### config.mk
export PLATFORM = sky130hd
export DESIGN_NAME = keypad_scanner
export DESIGN_NICKNAME = d
export VERILOG_FILES = /design/src/rtl/keypad_scanner.sv
export SDC_FILE = /design/constraint.sdc
export NUM_CORES = 1
export LEC_CHECK = 0
export ABC_AREA = 1
export BUFFER_PORTS_ARGS = -buffer_cell sky130_fd_sc_hd__buf_2
export CAP_MARGIN = 10
export CORE_UTILIZATION = 45
export CTS_BUF_LIST = sky130_fd_sc_hd__clkbuf_16
export CTS_CLUSTER_SIZE = 10
export DETAILED_ROUTE_END_ITERATION = 10
export PLACE_DENSITY = 0.6
export SETUP_SLACK_MARGIN = 0.4
export SKIP_CTS_REPAIR_TIMING = 1
export SYNTH_ARGS = -nofsm -noshare
export SYNTH_HDL_FRONTEND = slang
export SYNTH_SLANG_ARGS = --single-unit
### constraint.sdc
create_clock -name clk -period 2.1 [get_ports clk]
set_input_delay 0 -clock clk [delete_from_list [all_inputs] [get_ports clk]]
set_output_delay 0 -clock clk [all_outputs]
set_load 0.01 [all_outputs]
### src/rtl/keypad_scanner.sv
// 4x4 keypad scanner: active-low column strobes, debounced row sense, valid/read key register.
// Optional KEY_REPEAT_EN adds auto-repeat while a key is held.
module keypad_scanner #(
  parameter int SCAN_DIV     = 50000,
  parameter int DEBOUNCE_CNT = 4,
  parameter int REPEAT_TICKS = 200
) (
  input  logic       clk,
  input  logic       reset,
  input  logic [3:0] row,
  input  logic       key_rd,
  output logic [3:0] col,
  output logic [3:0] key_code,
  output logic       key_valid,
  output logic       key_down,
  output logic       overrun
);

  localparam int DW = $clog2(SCAN_DIV);
  localparam logic [DW-1:0] DIV_MAX = DW'(SCAN_DIV - 1);
  localparam int CW = $clog2(DEBOUNCE_CNT + 1);
  localparam logic [CW-1:0] DB_LAST = CW'(DEBOUNCE_CNT - 1);

  if (SCAN_DIV < 4 || DEBOUNCE_CNT < 2 || REPEAT_TICKS < 1) begin : g_param_chk
    $error("keypad_scanner: parameter out of range");
  end

  typedef enum logic [1:0] {
    SCAN,
    DEBOUNCE,
    HELD
  } state_t;

  state_t state, state_d;

  logic [3:0]    r1, rs;
  logic [DW-1:0] div;
  logic          tick;
  logic [3:0]    col_d, col_rot;
  logic [3:0]    cand, cand_d;
  logic [CW-1:0] stab, stab_d;
  logic [CW-1:0] rel, rel_d;
  logic          accept;
  logic          one_low;
  logic [1:0]    row_idx, col_idx;
  logic          rd;

`ifdef KEY_REPEAT_EN
  localparam int RW = $clog2(REPEAT_TICKS + 1);
  localparam logic [RW-1:0] RP_LAST = RW'(REPEAT_TICKS - 1);
  logic [RW-1:0] rep, rep_d;
`endif

  assign tick    = (div == DIV_MAX);
  assign col_rot = {col[2:0], col[3]};
  assign rd      = key_rd & key_valid;
  assign key_down = (state == HELD);

  // Two or more rows low (ghosting) decodes as no key.
  always_comb begin
    one_low = 1'b1;
    row_idx = 2'd0;
    case (rs)
      4'b1110: row_idx = 2'd0;
      4'b1101: row_idx = 2'd1;
      4'b1011: row_idx = 2'd2;
      4'b0111: row_idx = 2'd3;
      default: one_low = 1'b0;
    endcase
  end

  always_comb begin
    col_idx = 2'd0;
    case (col)
      4'b1101: col_idx = 2'd1;
      4'b1011: col_idx = 2'd2;
      4'b0111: col_idx = 2'd3;
      default: col_idx = 2'd0;
    endcase
  end

  always_comb begin
    state_d = state;
    col_d   = col;
    cand_d  = cand;
    stab_d  = stab;
    rel_d   = rel;
    accept  = 1'b0;
`ifdef KEY_REPEAT_EN
    rep_d   = rep;
`endif
    if (tick) begin
      unique case (state)
        SCAN: begin
          if (one_low) begin
            cand_d  = {row_idx, col_idx};
            stab_d  = CW'(1);
            state_d = DEBOUNCE;
          end else begin
            col_d = col_rot;
          end
        end
        DEBOUNCE: begin
          if (one_low && row_idx == cand[3:2]) begin
            if (stab == DB_LAST) begin
              accept  = 1'b1;
              stab_d  = '0;
              rel_d   = '0;
              state_d = HELD;
`ifdef KEY_REPEAT_EN
              rep_d   = '0;
`endif
            end else begin
              stab_d = stab + CW'(1);
            end
          end else begin
            stab_d  = '0;
            col_d   = col_rot;
            state_d = SCAN;
          end
        end
        HELD: begin
          if (rs == 4'hF) begin
            if (rel == DB_LAST) begin
              rel_d   = '0;
              col_d   = col_rot;
              state_d = SCAN;
`ifdef KEY_REPEAT_EN
              rep_d   = '0;
`endif
            end else begin
              rel_d = rel + CW'(1);
            end
          end else begin
            rel_d = '0;
`ifdef KEY_REPEAT_EN
            if (rep == RP_LAST) begin
              accept = 1'b1;
              rep_d  = '0;
            end else begin
              rep_d = rep + RW'(1);
            end
`endif
          end
        end
        default: state_d = SCAN;
      endcase
    end
  end

  always_ff @(posedge clk or negedge reset) begin
    if (!reset) begin
      r1        <= 4'hF;
      rs        <= 4'hF;
      div       <= '0;
      state     <= SCAN;
      col       <= 4'b1110;
      cand      <= '0;
      stab      <= '0;
      rel       <= '0;
      key_code  <= '0;
      key_valid <= 1'b0;
      overrun   <= 1'b0;
`ifdef KEY_REPEAT_EN
      rep       <= '0;
`endif
    end else begin
      r1    <= row;
      rs    <= r1;
      div   <= tick ? '0 : div + DW'(1);
      state <= state_d;
      col   <= col_d;
      cand  <= cand_d;
      stab  <= stab_d;
      rel   <= rel_d;
`ifdef KEY_REPEAT_EN
      rep   <= rep_d;
`endif
      // A same-cycle read acknowledges the old key, so no overrun.
      if (accept) begin
        key_code  <= cand;
        key_valid <= 1'b1;
        overrun   <= key_rd ? 1'b0 : (overrun | key_valid);
      end else if (rd) begin
        key_valid <= 1'b0;
        overrun   <= 1'b0;
      end
    end
  end

endmodule

### Yosys cells after proc, flatten, opt, wreduce, memory -nomap -nowiden

Cells that the tools add are included.

* equality and inequality tests: 22
* mux-type cells: 32
* reductions and logical operators: 12
* add/sub/neg operators: 3
* bitwise gates (word level): 2

Operators by type and width (number)
* $eq 4x4->1 const B: 6
* $mux 3: 7
* $pmux 2 s3: 3
* $add 16x1->16 const B: 1
* $eq 16x16->1 const B: 1
* $mux 16: 1
* $mux 4: 4
* $pmux 3 s2: 2
* $pmux 4 s3: 1
* $mux 2: 5
* $ne 2x2->1 const B: 5
* $mux 1: 9
* $eq 4x3->1 const B: 2
* $add 3x1->3 const B: 2
* $eq 3x2->1 const B: 2
* $reduce_and 3->1: 2
* $reduce_and 6->1: 1
* $reduce_bool 2->1: 3
* $reduce_and 5->1: 1
* $ne 2x1->1 const B: 2
* $reduce_and 4->1: 1
* $reduce_or 4->1: 1
* $ne 3x3->1 const B: 1
* $reduce_bool 3->1: 1
* other kinds (7): 7

* bits in registers: 46

### Depth between registers and ports, before layout

Gate-level depths: netlist of run 1.

* depth in word-level cells: 8
* mapped depth: 13

### Worst setup path before layout of run 1

Ideal clock, no wire load.

* kind: reg2reg
* start point: register rel[0]
* end point: register col[0]
* cell stages (with the launch flop): 10
* setup slack: 0.572 ns
* path buffers: 0
* arrival time: 1.411 ns
* clock period less this slack: 1.528 ns
* cells stage by stage: dfrtp_1 -> ha_1 -> inv_1 -> or2_2 -> o21ai_0 -> nand2_2 -> nor2_4 -> nand2_2 -> nand2_1 -> nand2_1

* cells in the longest elaborated chain, start to end: 3

RTL lines
* start: declaration: line 42 `logic [CW-1:0] rel, rel_d;`
* start signal: assignment: line 175 `rel <= rel_d;`
* $eq 3x2->1: line 124 `if (rel == DB_LAST) begin`
* $ne 2x1->1 (no source line)
* $reduce_and 6->1 (no source line)
* end signal: assignment: line 172 `col <= col_d;`
* end: declaration: line 12 `output logic [3:0] col,`

Every way passes these cells.
A chain may end at the register's enable or synchronous reset.

### Final worst setup path of run 1

* start point: register div[0]
* end point: register col[0]

* cells in the longest elaborated chain, start to end: 2

RTL lines
* start: declaration: line 37 `logic [DW-1:0] div;`
* start signal: assignment: line 170 `div <= tick ? '0 : div + DW'(1);`
* $eq 16x16->1: line 54 `assign tick = (div == DIV_MAX);`
* $reduce_and 6->1 (no source line)

Every way passes these cells.

==> PnR_summary.wiki, run 1 <==
{| class="wikitable"
! Metric !! Value
|-
| Number of buffers inserted during clock tree synthesis || 5
|-
| I/O pin count || 18
|-
| Static leakage || 0.00153 uW
|-
| Syn-to-layout area delta || 24.7%
|-
| Library cell used as clock root buffer || sky130_fd_sc_hd__clkbuf_16
|-
| Master of the slowest instance on the critical path || sky130_fd_sc_hd__dfrtp_1
|-
| Sum of negative setup slack || 0 ns
|-
| Synth Cell Area || 2340 sq um
|-
| Number of nets in the layout || 336
|-
| Placed standard-cell area || 2520 sq um
|-
| Pre-CTS WS || 0.382 ns
|-
| Via count of the first global-routing pass || 1582
|-
| Gp weighted congestion || 0.785
|-
| Vias post-DR || 1825
|-
| Critical path startpoint category || register
|-
| Gate family responsible for the most delay along the worst path || simple AND/OR/NAND/NOR gates
|-
| Worst Setup End Kind || register
|-
| Standard-cell rows || 25
|-
| Die Span Y || 74.1 microns
|-
| Top achievable clock speed || 0.620 GHz
|-
| Maximum Capacitance Violations || 0
|-
| Final Hold Fails || 0
|-
| Total count of max-transition violations in the final report || 0
|-
| Yosys warnings || 0
|-
| Commonest non-fill, non-tap cells in the layout || 73 x sky130_fd_sc_hd__nand2_1, 37 x sky130_fd_sc_hd__inv_1, 35 x sky130_fd_sc_hd__dfrtp_1
|-
| Synth area leader || sky130_fd_sc_hd__dfrtp_1
|-
| Clock tree from TritonCTS || built
|-
| Number of optimization iterations in the first detailed-route pass || 4
|-
| Library cells used by synthesis || 30
|-
| ANT nets after route || 0
|-
| Mapped Cells || 283
|-
| Fill count || 440
|-
| Worst-path clk slew || 0.06 ns
|-
| Post-route DRC || 0
|-
| Effective utilization at floorplan || 0.482
|-
| Buffer and inverter count on the worst path || 1
|-
| Total number of clock tree sinks || 46
|-
| Maximum level of the CTS H-tree || 2
|-
| Status || complete, no violations
|-
| Worst min path class || input pin to register
|-
| Largest cells by area after synthesis || sky130_fd_sc_hd__dfrtp_1 37%, sky130_fd_sc_hd__nand2_1 13%, sky130_fd_sc_hd__dfstp_2 12%, sky130_fd_sc_hd__inv_1 6.3%, sky130_fd_sc_hd__nand3_1 4.7%
|-
| Setup Skew || 0.00320 ns
|-
| Number of inserted diodes || 0
|-
| DIE AREA || 5490 sq um
|-
| Setup ws final || 0.488 ns
|-
| List of cells traversed by the critical path || ha_2 > nand2_2 > inv_2 > nand2_4 > nor2_4 > nand2_4 > nor2_4 > nand2_2 > nor2_4 > nand2_4 > nand2_1 > nand2_1
|-
| Area fraction of the dominant cell type after synthesis || 0.375
|-
| Req. time, crit path || 2.28 ns
|-
| Total Routed Length || 4260 microns
|-
| Areal power density over the cells || 677 nW/um^2
|-
| Die width || 74.1 microns
|-
| Net count after synthesis || 297
|-
| Count of final setup violators || 0
|-
| Relative slew slack || 0.385
|-
| Number of register bits inferred by synthesis || 46
|-
| Footprint of the multi-input gates || 1110 sq um
|-
| Critical-path maximum fanout || 6
|-
| Combined global-route utilization of all metal layers || 0.173
|-
| Core ar. || 4850 sq um
|-
| Slew at the pin closest to its max-slew limit || 0.923 ns
|-
| Post-Synthesis Mean Instance Area || 8.26 sq um
|-
| Number of buffers on the longest clock path || 2
|-
| Largest net degree at the start of global routing || 43
|-
| Fin crit share || 0.768
|-
| Routed wire length per instance || 10.9 microns
|-
| Final worst path period need || 1.61 ns
|-
| Register-to-register setup slack || 0.49 ns
|-
| Port Buffers || 17
|-
| Crit Path Category || register to register
|-
| First-pass GRT wire length || 7040 microns
|-
| First DRT Iteration DRCs || 72
|-
| Number of antenna violations at the first check in global routing || 0
|-
| Share of layout cells above drive strength 1 || 0.269
|-
| Clock insertion delay at the later pin of the skew report || 0.28 ns
|-
| VDD IR-drop max || 0.530 mV
|-
| Power, Total || 1970 uW
|-
| Dpl hpwl || 3070 microns
|-
| Most common library cell in the layout ignoring fill and taps || sky130_fd_sc_hd__nand2_1
|-
| Total overflow reported by the global router || 0
|-
| Vias per Instance || 4.68
|-
| CP arrival || 1.79 ns
|-
| Post-route cell area || 2920 sq um
|-
| Worst path max stage delay || 0.37 ns
|-
| Flip-flop and latch area || 1160 sq um
|-
| Seq/Total Area, Yosys || 0.498
|-
| Unrepaired setup endpoints after global routing || yes
|}
==> cell usage after synthesis <==
| library cell | number |
|---|---|
| sky130_fd_sc_hd__xor2_1 | 3 |
| sky130_fd_sc_hd__nand3_1 | 22 |
| sky130_fd_sc_hd__a31oi_1 | 1 |
| sky130_fd_sc_hd__o21bai_1 | 1 |
| sky130_fd_sc_hd__inv_2 | 2 |
| sky130_fd_sc_hd__dfrtp_1 | 35 |
| sky130_fd_sc_hd__nor4_1 | 1 |
| sky130_fd_sc_hd__nor3_1 | 1 |
| sky130_fd_sc_hd__nor2_1 | 25 |
| sky130_fd_sc_hd__nand2_4 | 1 |
| sky130_fd_sc_hd__o21ai_0 | 9 |
| sky130_fd_sc_hd__nand3b_1 | 2 |
| sky130_fd_sc_hd__nor3b_2 | 1 |
| sky130_fd_sc_hd__a21oi_2 | 1 |
| sky130_fd_sc_hd__nand4_4 | 1 |
| sky130_fd_sc_hd__o21ai_1 | 6 |
| sky130_fd_sc_hd__xnor2_1 | 2 |
| sky130_fd_sc_hd__nand2_1 | 82 |
| sky130_fd_sc_hd__clkinv_2 | 1 |
| sky130_fd_sc_hd__ha_1 | 7 |
| sky130_fd_sc_hd__o22ai_1 | 1 |
| sky130_fd_sc_hd__or2_2 | 2 |
| sky130_fd_sc_hd__dfstp_2 | 11 |
| sky130_fd_sc_hd__nor2_2 | 6 |
| sky130_fd_sc_hd__nand2_2 | 5 |
| sky130_fd_sc_hd__nor2_4 | 4 |
| sky130_fd_sc_hd__a21oi_1 | 5 |
| sky130_fd_sc_hd__nand4_1 | 4 |
| sky130_fd_sc_hd__nand3_2 | 2 |
| sky130_fd_sc_hd__inv_1 | 39 |
==> metal layers <==
layer / track usage / wire length [microns] / part of all wire
met3: 0.0366 / 138 / 0.032
met4: 0.0897 / 82 / 0.019
met5: 0 / 0 / 0
met2: 0.240 / 1690 / 0.40
met1: 0.252 / 2350 / 0.55
==> worst paths after layout <==
check | from | end | depth (start not counted)
setup / recovery | div[0] | col[0] | 12
hold / removal | row[1] | r1[1] | 2
setup reg to reg | div[0] | col[0] | 12
hold reg to reg | r1[1] | rs[1] | 0
max in group asynchronous | reset | col[3] | 3
min in group asynchronous | reset | div[15] | 2
==> final cells by class <==
type,instances,area share
flip-flops and latches,46,0.399
multi-input cells,195,0.379
repair buffers,32,0.0729
inverters,42,0.0549
clock buffers,5,0.0429
well taps,67,0.0287
clock inverters,3,0.0219
==> through the flow <==
stage	hold WS, ns	instances	util
finish	0.344	390	0.602
global route	0.349	390	0.602
CTS	-0.200	377	0.559
detailed placement	0.106	369	0.520
global placement	0.105	369	0.520
floorplan	-0.296	283	-
==> sequential cells by signal, summed over array words and instances (netlist names) <==
signal	flops
key_code	4
r1	4
key_valid	1
rs	4
stab	3
cand	4
state	2
div	16
overrun	1
col	4
rel	3
==> cell families (layout without fill, tap and decap cells) <==
group,after synthesis,count (layout),share of synthesized area
XOR/XNOR,5,5,0.0187
AND/OR/NAND/NOR,159,159,0.323
adder cells (fa/ha/maj),7,7,0.0375
flip-flops,46,46,0.498
AO/OA/AOI/OAI,24,24,0.0551
buffers and inverters,42,82,0.0679
==> report_power, final <==
group,switching [uW],internal [uW]
logic,47.5,27.2
registers,4.31,901
clock network,318,677
total,369,1610
Power figures use the tool's default switching activity.
==> run 2: changes to the inputs <==
- PLACE_DENSITY: 0.6 -> 0.62
- clock period: 2.1 -> 1.3 ns (I/O delays scaled with it)
==> run 2 against run 1 <==
  * The flow now finishes with violations (negative hold slack, negative setup slack)
  * Largest cell class is now multi-input combinational cells
  * Final cell count up 11%
  * Utilization is 11 points higher
  * Combinational power rose by 120%
  * Register-to-register slack lost 0.81 ns
  * Die area unchanged
  * Clock skew is 0.0011 ns higher
  * Maximum frequency down 0.82%
  * Worst hold slack got worse by 0.36 ns
  * Sequential share of layout area decreased by 6.0 points
  * Setup slack got worse by 0.81 ns
  * Critical path type unchanged
==> PnR_summary.wiki, run 2 (synthesized netlist as in run 1, its figures left out) <==
{| class="wikitable"
! Metric !! Value
|-
| Power dissipated by switching net loads || 593 uW
|-
| Library cell used as clock root buffer || sky130_fd_sc_hd__clkbuf_16
|-
| Buffer and inverter count on the worst path || 4
|-
| Via count of the first global-routing pass || 1801
|-
| Critical register-to-register path startpoint || rs[2]
|-
| Port Buffers || 17
|-
| First-pass GRT wire length || 7510 microns
|-
| Sum of negative setup slack || -7.55 ns
|-
| Number of inserted diodes || 0
|-
| Fin crit share || 1.25
|-
| Unrepaired setup endpoints after global routing || yes
|-
| Hold WS || -0.0148 ns
|-
| Switching part of the total power || 0.211
|-
| Die Span Y || 74.1 microns
|-
| Reg-to-Reg End || col[0]
|-
| Number of optimization iterations in the first detailed-route pass || 4
|-
| Worst min path class || input pin to register
|-
| I/O pin count || 18
|-
| Largest net degree at the start of global routing || 18
|-
| Final worst path period need || 1.63 ns
|-
| Worst Setup End Kind || register
|-
| DIE AREA || 5490 sq um
|-
| Effective utilization at floorplan || 0.482
|-
| List of cells traversed by the critical path || nand2_4 > inv_4 > nand3_4 > nand2_4 > inv_4 > buf_12 > nor2_4 > nor2_4 > buf_4 > nand3_1 > nand2_1
|-
| Die width || 74.1 microns
|-
| FF-to-FF path depth || 11
|-
| Req. time, crit path || 1.47 ns
|-
| Critical path startpoint category || register
|-
| Setup ws final || -0.325 ns
|-
| Crit Path Category || register to register
|-
| Slew at the pin closest to its max-slew limit || 0.402 ns
|-
| Maximum level of the CTS H-tree || 2
|-
| Number of buffers inserted during clock tree synthesis || 5
|-
| VDD IR-drop max || 0.655 mV
|-
| Master of the slowest instance on the critical path || sky130_fd_sc_hd__dfstp_2
|-
| ANT nets after route || 0
|-
| Violated checks || negative hold slack, negative setup slack
|-
| Number of antenna violations at the first check in global routing || 0
|-
| Core ar. || 4850 sq um
|-
| Areal power density over the cells || 818 nW/um^2
|-
| Count of final setup violators || 35
|-
| Routed wire length per instance || 11.2 microns
|-
| Worst-path clk slew || 0.06 ns
|-
| Setup Skew || 0.00427 ns
|-
| Worst setup startpoint || rs[2]
|-
| Post-route DRC || 0
|-
| Post-route cell area || 3440 sq um
|-
| Placed standard-cell area || 2910 sq um
|-
| Status || complete, but fails checks
|-
| Top achievable clock speed || 0.615 GHz
|-
| Number of buffers on the longest clock path || 2
|-
| Register-to-register setup slack || -0.33 ns
|-
| Non-filler cells in the finished layout || 434
|-
| Clock tree from TritonCTS || built
|-
| Combined global-route utilization of all metal layers || 0.179
|-
| Total number of clock tree sinks || 46
|-
| Maximum Capacitance Violations || 0
|-
| Gate family responsible for the most delay along the worst path || flip-flops
|-
| Internal power || 2220 uW
|-
| Standard-cell rows || 25
|-
| Commonest non-fill, non-tap cells in the layout || 63 x sky130_fd_sc_hd__nand2_1, 46 x sky130_fd_sc_hd__buf_4, 35 x sky130_fd_sc_hd__dfrtp_1
|-
| Endpoint of the worst setup timing path || col[0]
|-
| Total overflow reported by the global router || 0
|-
| Part of the total power dissipated in sequential elements || 0.522
|-
| Clock insertion delay at the later pin of the skew report || 0.28 ns
|-
| CP arrival || 1.80 ns
|-
| Share of layout cells above drive strength 1 || 0.447
|-
| Critical-path maximum fanout || 4
|-
| Vias per Instance || 4.69
|-
| First DRT Iteration DRCs || 69
|-
| Most common library cell in the layout ignoring fill and taps || sky130_fd_sc_hd__nand2_1
|-
| Placed cells || 411
|-
| Relative slew slack || 0.732
|-
| Static leakage || 0.00179 uW
|-
| Fraction of power consumed by the clock network || 0.420
|-
| Final Hold Fails || 1
|-
| Vias post-DR || 2035
|-
| Total count of max-transition violations in the final report || 0
|-
| Gp weighted congestion || 0.793
|-
| Dpl hpwl || 3550 microns
|-
| Combinational share of power || 0.058
|-
| Total Routed Length || 4850 microns
|-
| Syn-to-layout area delta || 46.9%
|-
| Number of nets in the layout || 380
|-
| Register with the most flip-flops || div
|-
| Number of flip-flops under the largest register name || 16
|-
| Number of cells on the critical path || 11
|-
| Worst path max stage delay || 0.60 ns
|}
## run 2: cell types whose count changed in the layout (fill, tap and decap cells not counted), sizes merged
cell,before,now
clkinv,1,3
bufinv,2,0
buf,26,71
dlygate4sd3,6,5
## run 2: through the flow
stage,hold slack [ns],utilization,total power [uW],setup slack [ns]
2_1_floorplan,-0.296,-,1540,-0.162
3_3_place_gp,-0.0502,0.601,1600,-0.252
3_5_place_dp,-0.0487,0.601,1600,-0.278
4_1_cts,-0.350,0.629,2790,-0.304
5_1_grt,0.00337,0.709,2930,-0.408
6_report,-0.0148,0.709,2810,-0.325
## run 2: cell type report
type                       count  area, sq um
fill                         383         1410
sequential                    46         1160
multi-input combinational    195         1270
clock inverter                 3         12.5
timing repair buffer          76          613
tap                           67         83.8
inverter                      42          168
clock buffer                   5          125
## run 2: per-layer routing
| metal | GRT usage | share of wire | up-vias |
|---|---|---|---|
| met4 | 0.0662 | 0.015 | 0 |
| met3 | 0.0366 | 0.018 | 6 |
| met1 | 0.224 | 0.44 | 961 |
| met5 | 0 | 0 | - |
| li1 | - | - | 1050 |
| met2 | 0.306 | 0.53 | 18 |
## run 2: power groups by stage
stage,Clock [uW],Sequential (uW),Combinational (uW)
2_1_floorplan,0,1490,53.2
3_3_place_gp,0,1490,115
3_5_place_dp,0,1490,116
4_1_cts,1210,1460,117
5_1_grt,1290,1470,180
6_report,1180,1470,163
## run 2: worst min path at each step
| stage | end | from | depth (start not counted) |
|---|---|---|---|
| 3_3_place_gp | div[13] | reset | 1 |
| 3_5_place_dp | div[13] | reset | 1 |
| 4_1_cts | div[13] | reset | 1 |
| 5_1_grt | key_valid | key_rd | 4 |
| 2_1_floorplan | cand[0] | reset | 0 |
| 6_report | key_valid | key_rd | 4 |
## run 2: worst register-to-register path: stages (launching register included)
cell,delay [ns]
sky130_fd_sc_hd__dfstp_2,0.60
sky130_fd_sc_hd__nand2_4,0.09
sky130_fd_sc_hd__inv_4,0.07
sky130_fd_sc_hd__nand3_4,0.07
sky130_fd_sc_hd__nand2_4,0.09
sky130_fd_sc_hd__inv_4,0.05
sky130_fd_sc_hd__buf_12,0.11
sky130_fd_sc_hd__nor2_4,0.14
sky130_fd_sc_hd__nor2_4,0.07
sky130_fd_sc_hd__buf_4,0.13
sky130_fd_sc_hd__nand3_1,0.05
sky130_fd_sc_hd__nand2_1,0.05
==> run 3: changes to the inputs <==
- ABC_AREA: 1 -> not set
==> run 3 against run 2 <==
  * The run ends with negative setup slack left
  * Non-clock buffer count grew 16
  * Total power is 1.7% higher
  * Critical path depth decreased by 6
  * Final area up 1.2%
  * Clock skew decreased by 0.0019 ns
  * Final cell count decreased by 21%
  * Critical path type unchanged
  * Highest routed layer unchanged
==> PnR_summary.wiki, run 3 <==
{| class="wikitable"
! Metric !! Value
|-
| Violated checks || negative setup slack
|-
| Core ar. || 4690 sq um
|-
| Post-route DRC || 0
|-
| Buffer and inverter count on the worst path || 0
|-
| Final worst path period need || 2.10 ns
|-
| Share of flip-flops with an asynchronous set or reset after synthesis || 1.00
|-
| Synth Cell Area || 2190 sq um
|-
| Status || complete, but fails checks
|-
| Most common library cell in the layout ignoring fill and taps || sky130_fd_sc_hd__buf_4
|-
| Total number of clock tree sinks || 46
|-
| Gp weighted congestion || 0.919
|-
| Worst path max stage delay || 0.52 ns
|-
| First DRT Iteration DRCs || 45
|-
| Top achievable clock speed || 0.476 GHz
|-
| Library cells used by synthesis || 44
|-
| Register with the most flip-flops || div
|-
| Setup Skew || 0.00233 ns
|-
| Library cell used as clock root buffer || sky130_fd_sc_hd__clkbuf_16
|-
| DIE AREA || 5160 sq um
|-
| Slew at the pin closest to its max-slew limit || 0.454 ns
|-
| Final Hold Fails || 0
|-
| Total count of max-transition violations in the final report || 0
|-
| Largest net degree at the start of global routing || 29
|-
| Number of inserted diodes || 0
|-
| Syn-to-layout area delta || 58.6%
|-
| Number of nets in the layout || 303
|-
| Number of buffers inserted during clock tree synthesis || 5
|-
| Die width || 71.8 microns
|-
| I/O pin count || 18
|-
| Post-synth top cells || 35 x sky130_fd_sc_hd__dfrtp_1, 19 x sky130_fd_sc_hd__nor2_1, 15 x sky130_fd_sc_hd__nand3_1
|-
| Count of final setup violators || 38
|-
| Share of layout cells above drive strength 1 || 0.579
|-
| Power, Total || 2860 uW
|-
| Yosys warnings || 0
|-
| Via count of the first global-routing pass || 1896
|-
| Largest cells by area after synthesis || sky130_fd_sc_hd__dfrtp_1 40%, sky130_fd_sc_hd__dfstp_2 13%, sky130_fd_sc_hd__mux2_2 5.1%, sky130_fd_sc_hd__ha_1 4.0%, sky130_fd_sc_hd__xor2_1 4.0%
|-
| Critical path startpoint category || register
|-
| CP arrival || 2.27 ns
|-
| Commonest non-fill, non-tap cells in the layout || 52 x sky130_fd_sc_hd__buf_4, 33 x sky130_fd_sc_hd__dfrtp_1, 18 x sky130_fd_sc_hd__buf_6
|-
| Number of buffers on the longest clock path || 2
|-
| Gate family responsible for the most delay along the worst path || simple AND/OR/NAND/NOR gates
|-
| Critical-path maximum fanout || 4
|-
| Relative slew slack || 0.697
|-
| Dpl hpwl || 3990 microns
|-
| Worst min path class || input pin to asynchronous set/reset pin
|-
| Req. time, crit path || 1.47 ns
|-
| Total overflow reported by the global router || 0
|-
| Non-filler cells in the finished layout || 344
|-
| Seq/Total Area, Yosys || 0.531
|-
| Total Routed Length || 5870 microns
|-
| Worst-path clk slew || 0.06 ns
|-
| Areal power density over the cells || 822 nW/um^2
|-
| Worst Setup End Kind || register
|-
| Unrepaired setup endpoints after global routing || yes
|-
| Vias post-DR || 1870
|-
| Most instantiated flip-flop cell in the synthesis netlist || sky130_fd_sc_hd__dfrtp_1
|-
| Die Span Y || 71.8 microns
|-
| Static leakage || 0.00161 uW
|-
| ANT nets after route || 0
|-
| Clock tree from TritonCTS || built
|-
| Setup ws final || -0.799 ns
|-
| Placed cells || 318
|-
| Crit Path Category || register to register
|-
| Count of flip-flops with a built-in enable after synthesis || 0
|-
| Hold WS || 0.190 ns
|-
| Standard-cell rows || 25
|-
| Number of antenna violations at the first check in global routing || 0
|-
| Routed wire length per instance || 17.0 microns
|-
| Mapped Cells || 193
|-
| Post-Synthesis Mean Instance Area || 11.4 sq um
|-
| Port Buffers || 17
|-
| Synth area leader || sky130_fd_sc_hd__dfrtp_1
|-
| VDD IR-drop max || 0.864 mV
|-
| First-pass GRT wire length || 8960 microns
|-
| Number of optimization iterations in the first detailed-route pass || 4
|-
| Combined global-route utilization of all metal layers || 0.231
|-
| Area fraction of the dominant cell type after synthesis || 0.399
|-
| Effective utilization at floorplan || 0.467
|-
| List of cells traversed by the critical path || or3b_4 > a211oi_4 > o21ai_2 > nand4_1 > mux2_4
|-
| Maximum Capacitance Violations || 0
|-
| Maximum level of the CTS H-tree || 2
|-
| Net count after synthesis || 207
|-
| Number of register bits inferred by synthesis || 46
|-
| Clock insertion delay at the later pin of the skew report || 0.28 ns
|-
| Most frequent cell after synthesis || sky130_fd_sc_hd__dfrtp_1
|-
| Fin crit share || 1.61
|-
| Master of the slowest instance on the critical path || sky130_fd_sc_hd__dfstp_2
|-
| Vias per Instance || 5.44
|-
| Number of flip-flops under the largest register name || 16
|}
==> run 3: final timing paths <==
| path | startpoint | end | slack (ns) | cells after the start |
|---|---|---|---|---|
| setup / recovery | rs[1] | col[0] | -0.80 | 5 |
| hold / removal | reset | div[14] | 0.19 | 2 |
| setup reg to reg | rs[1] | col[0] | -0.80 | 5 |
| hold reg to reg | r1[2] | rs[2] | 0.36 | 0 |
| max in group asynchronous | reset | r1[1] | 0.53 | 3 |
| min in group clk | r1[2] | rs[2] | 0.36 | 0 |
==> run 3: cells by family (layout without fill, tap and decap cells) <==
kind of cell / count (synthesis) / after routing / synth area share
AND/OR/NAND/NOR: 78 / 78 / 0.199
flip-flops: 46 / 46 / 0.531
AO/OA/AOI/OAI: 22 / 22 / 0.0770
XOR/XNOR: 18 / 18 / 0.0719
multiplexers: 12 / 12 / 0.0616
buffers and inverters: 10 / 107 / 0.0200
adder cells (fa/ha/maj): 7 / 7 / 0.0399
==> run 3: final cells by class <==
class | count | area (sq um)
clock buffers | 5 | 125
clock inverters | 3 | 18.8
fillers | 301 | 1210
inverters | 7 | 26.3
multi-input cells | 137 | 1290
flip-flops and latches | 46 | 1170
well taps | 54 | 67.6
repair buffers | 92 | 778
==> run 3: power breakdown <==
group | internal [uW] | total (uW) | switching [uW]
Combinational | 73.9 | 148 | 73.7
Clock | 713 | 1240 | 532
Sequential | 1460 | 1470 | 10.7
==> run 3: worst register-to-register path, cell delays in order (launching register included) <==
cell and delay, ns:
sky130_fd_sc_hd__dfstp_2 0.52, sky130_fd_sc_hd__or3b_4 0.39, sky130_fd_sc_hd__a211oi_4 0.36, sky130_fd_sc_hd__o21ai_2 0.12
sky130_fd_sc_hd__nand4_1 0.25, sky130_fd_sc_hd__mux2_4 0.33
==> run 3: layer usage <==
| metal | up-vias | track usage | wire length, microns |
|---|---|---|---|
| li1 | 872 | - | - |
| met2 | 36 | 0.384 | 3060 |
| met4 | 0 | 0.0893 | 97 |
| met5 | - | 0 | 0 |
| met1 | 953 | 0.293 | 2550 |
| met3 | 9 | 0.0534 | 156 |
==> run 3: through the flow <==
stage | area [sq um] | setup TNS, ns | utilization | setup slack (ns)
2_1_floorplan | 2340 | -10.35 | - | -0.683
3_3_place_gp | 2910 | -14.14 | 0.620 | -0.674
6_report | 3480 | -17.88 | 0.741 | -0.799
4_1_cts | 3050 | -16.83 | 0.651 | -0.794
5_1_grt | 3480 | -20.31 | 0.741 | -0.874
3_5_place_dp | 2910 | -16.05 | 0.620 | -0.758
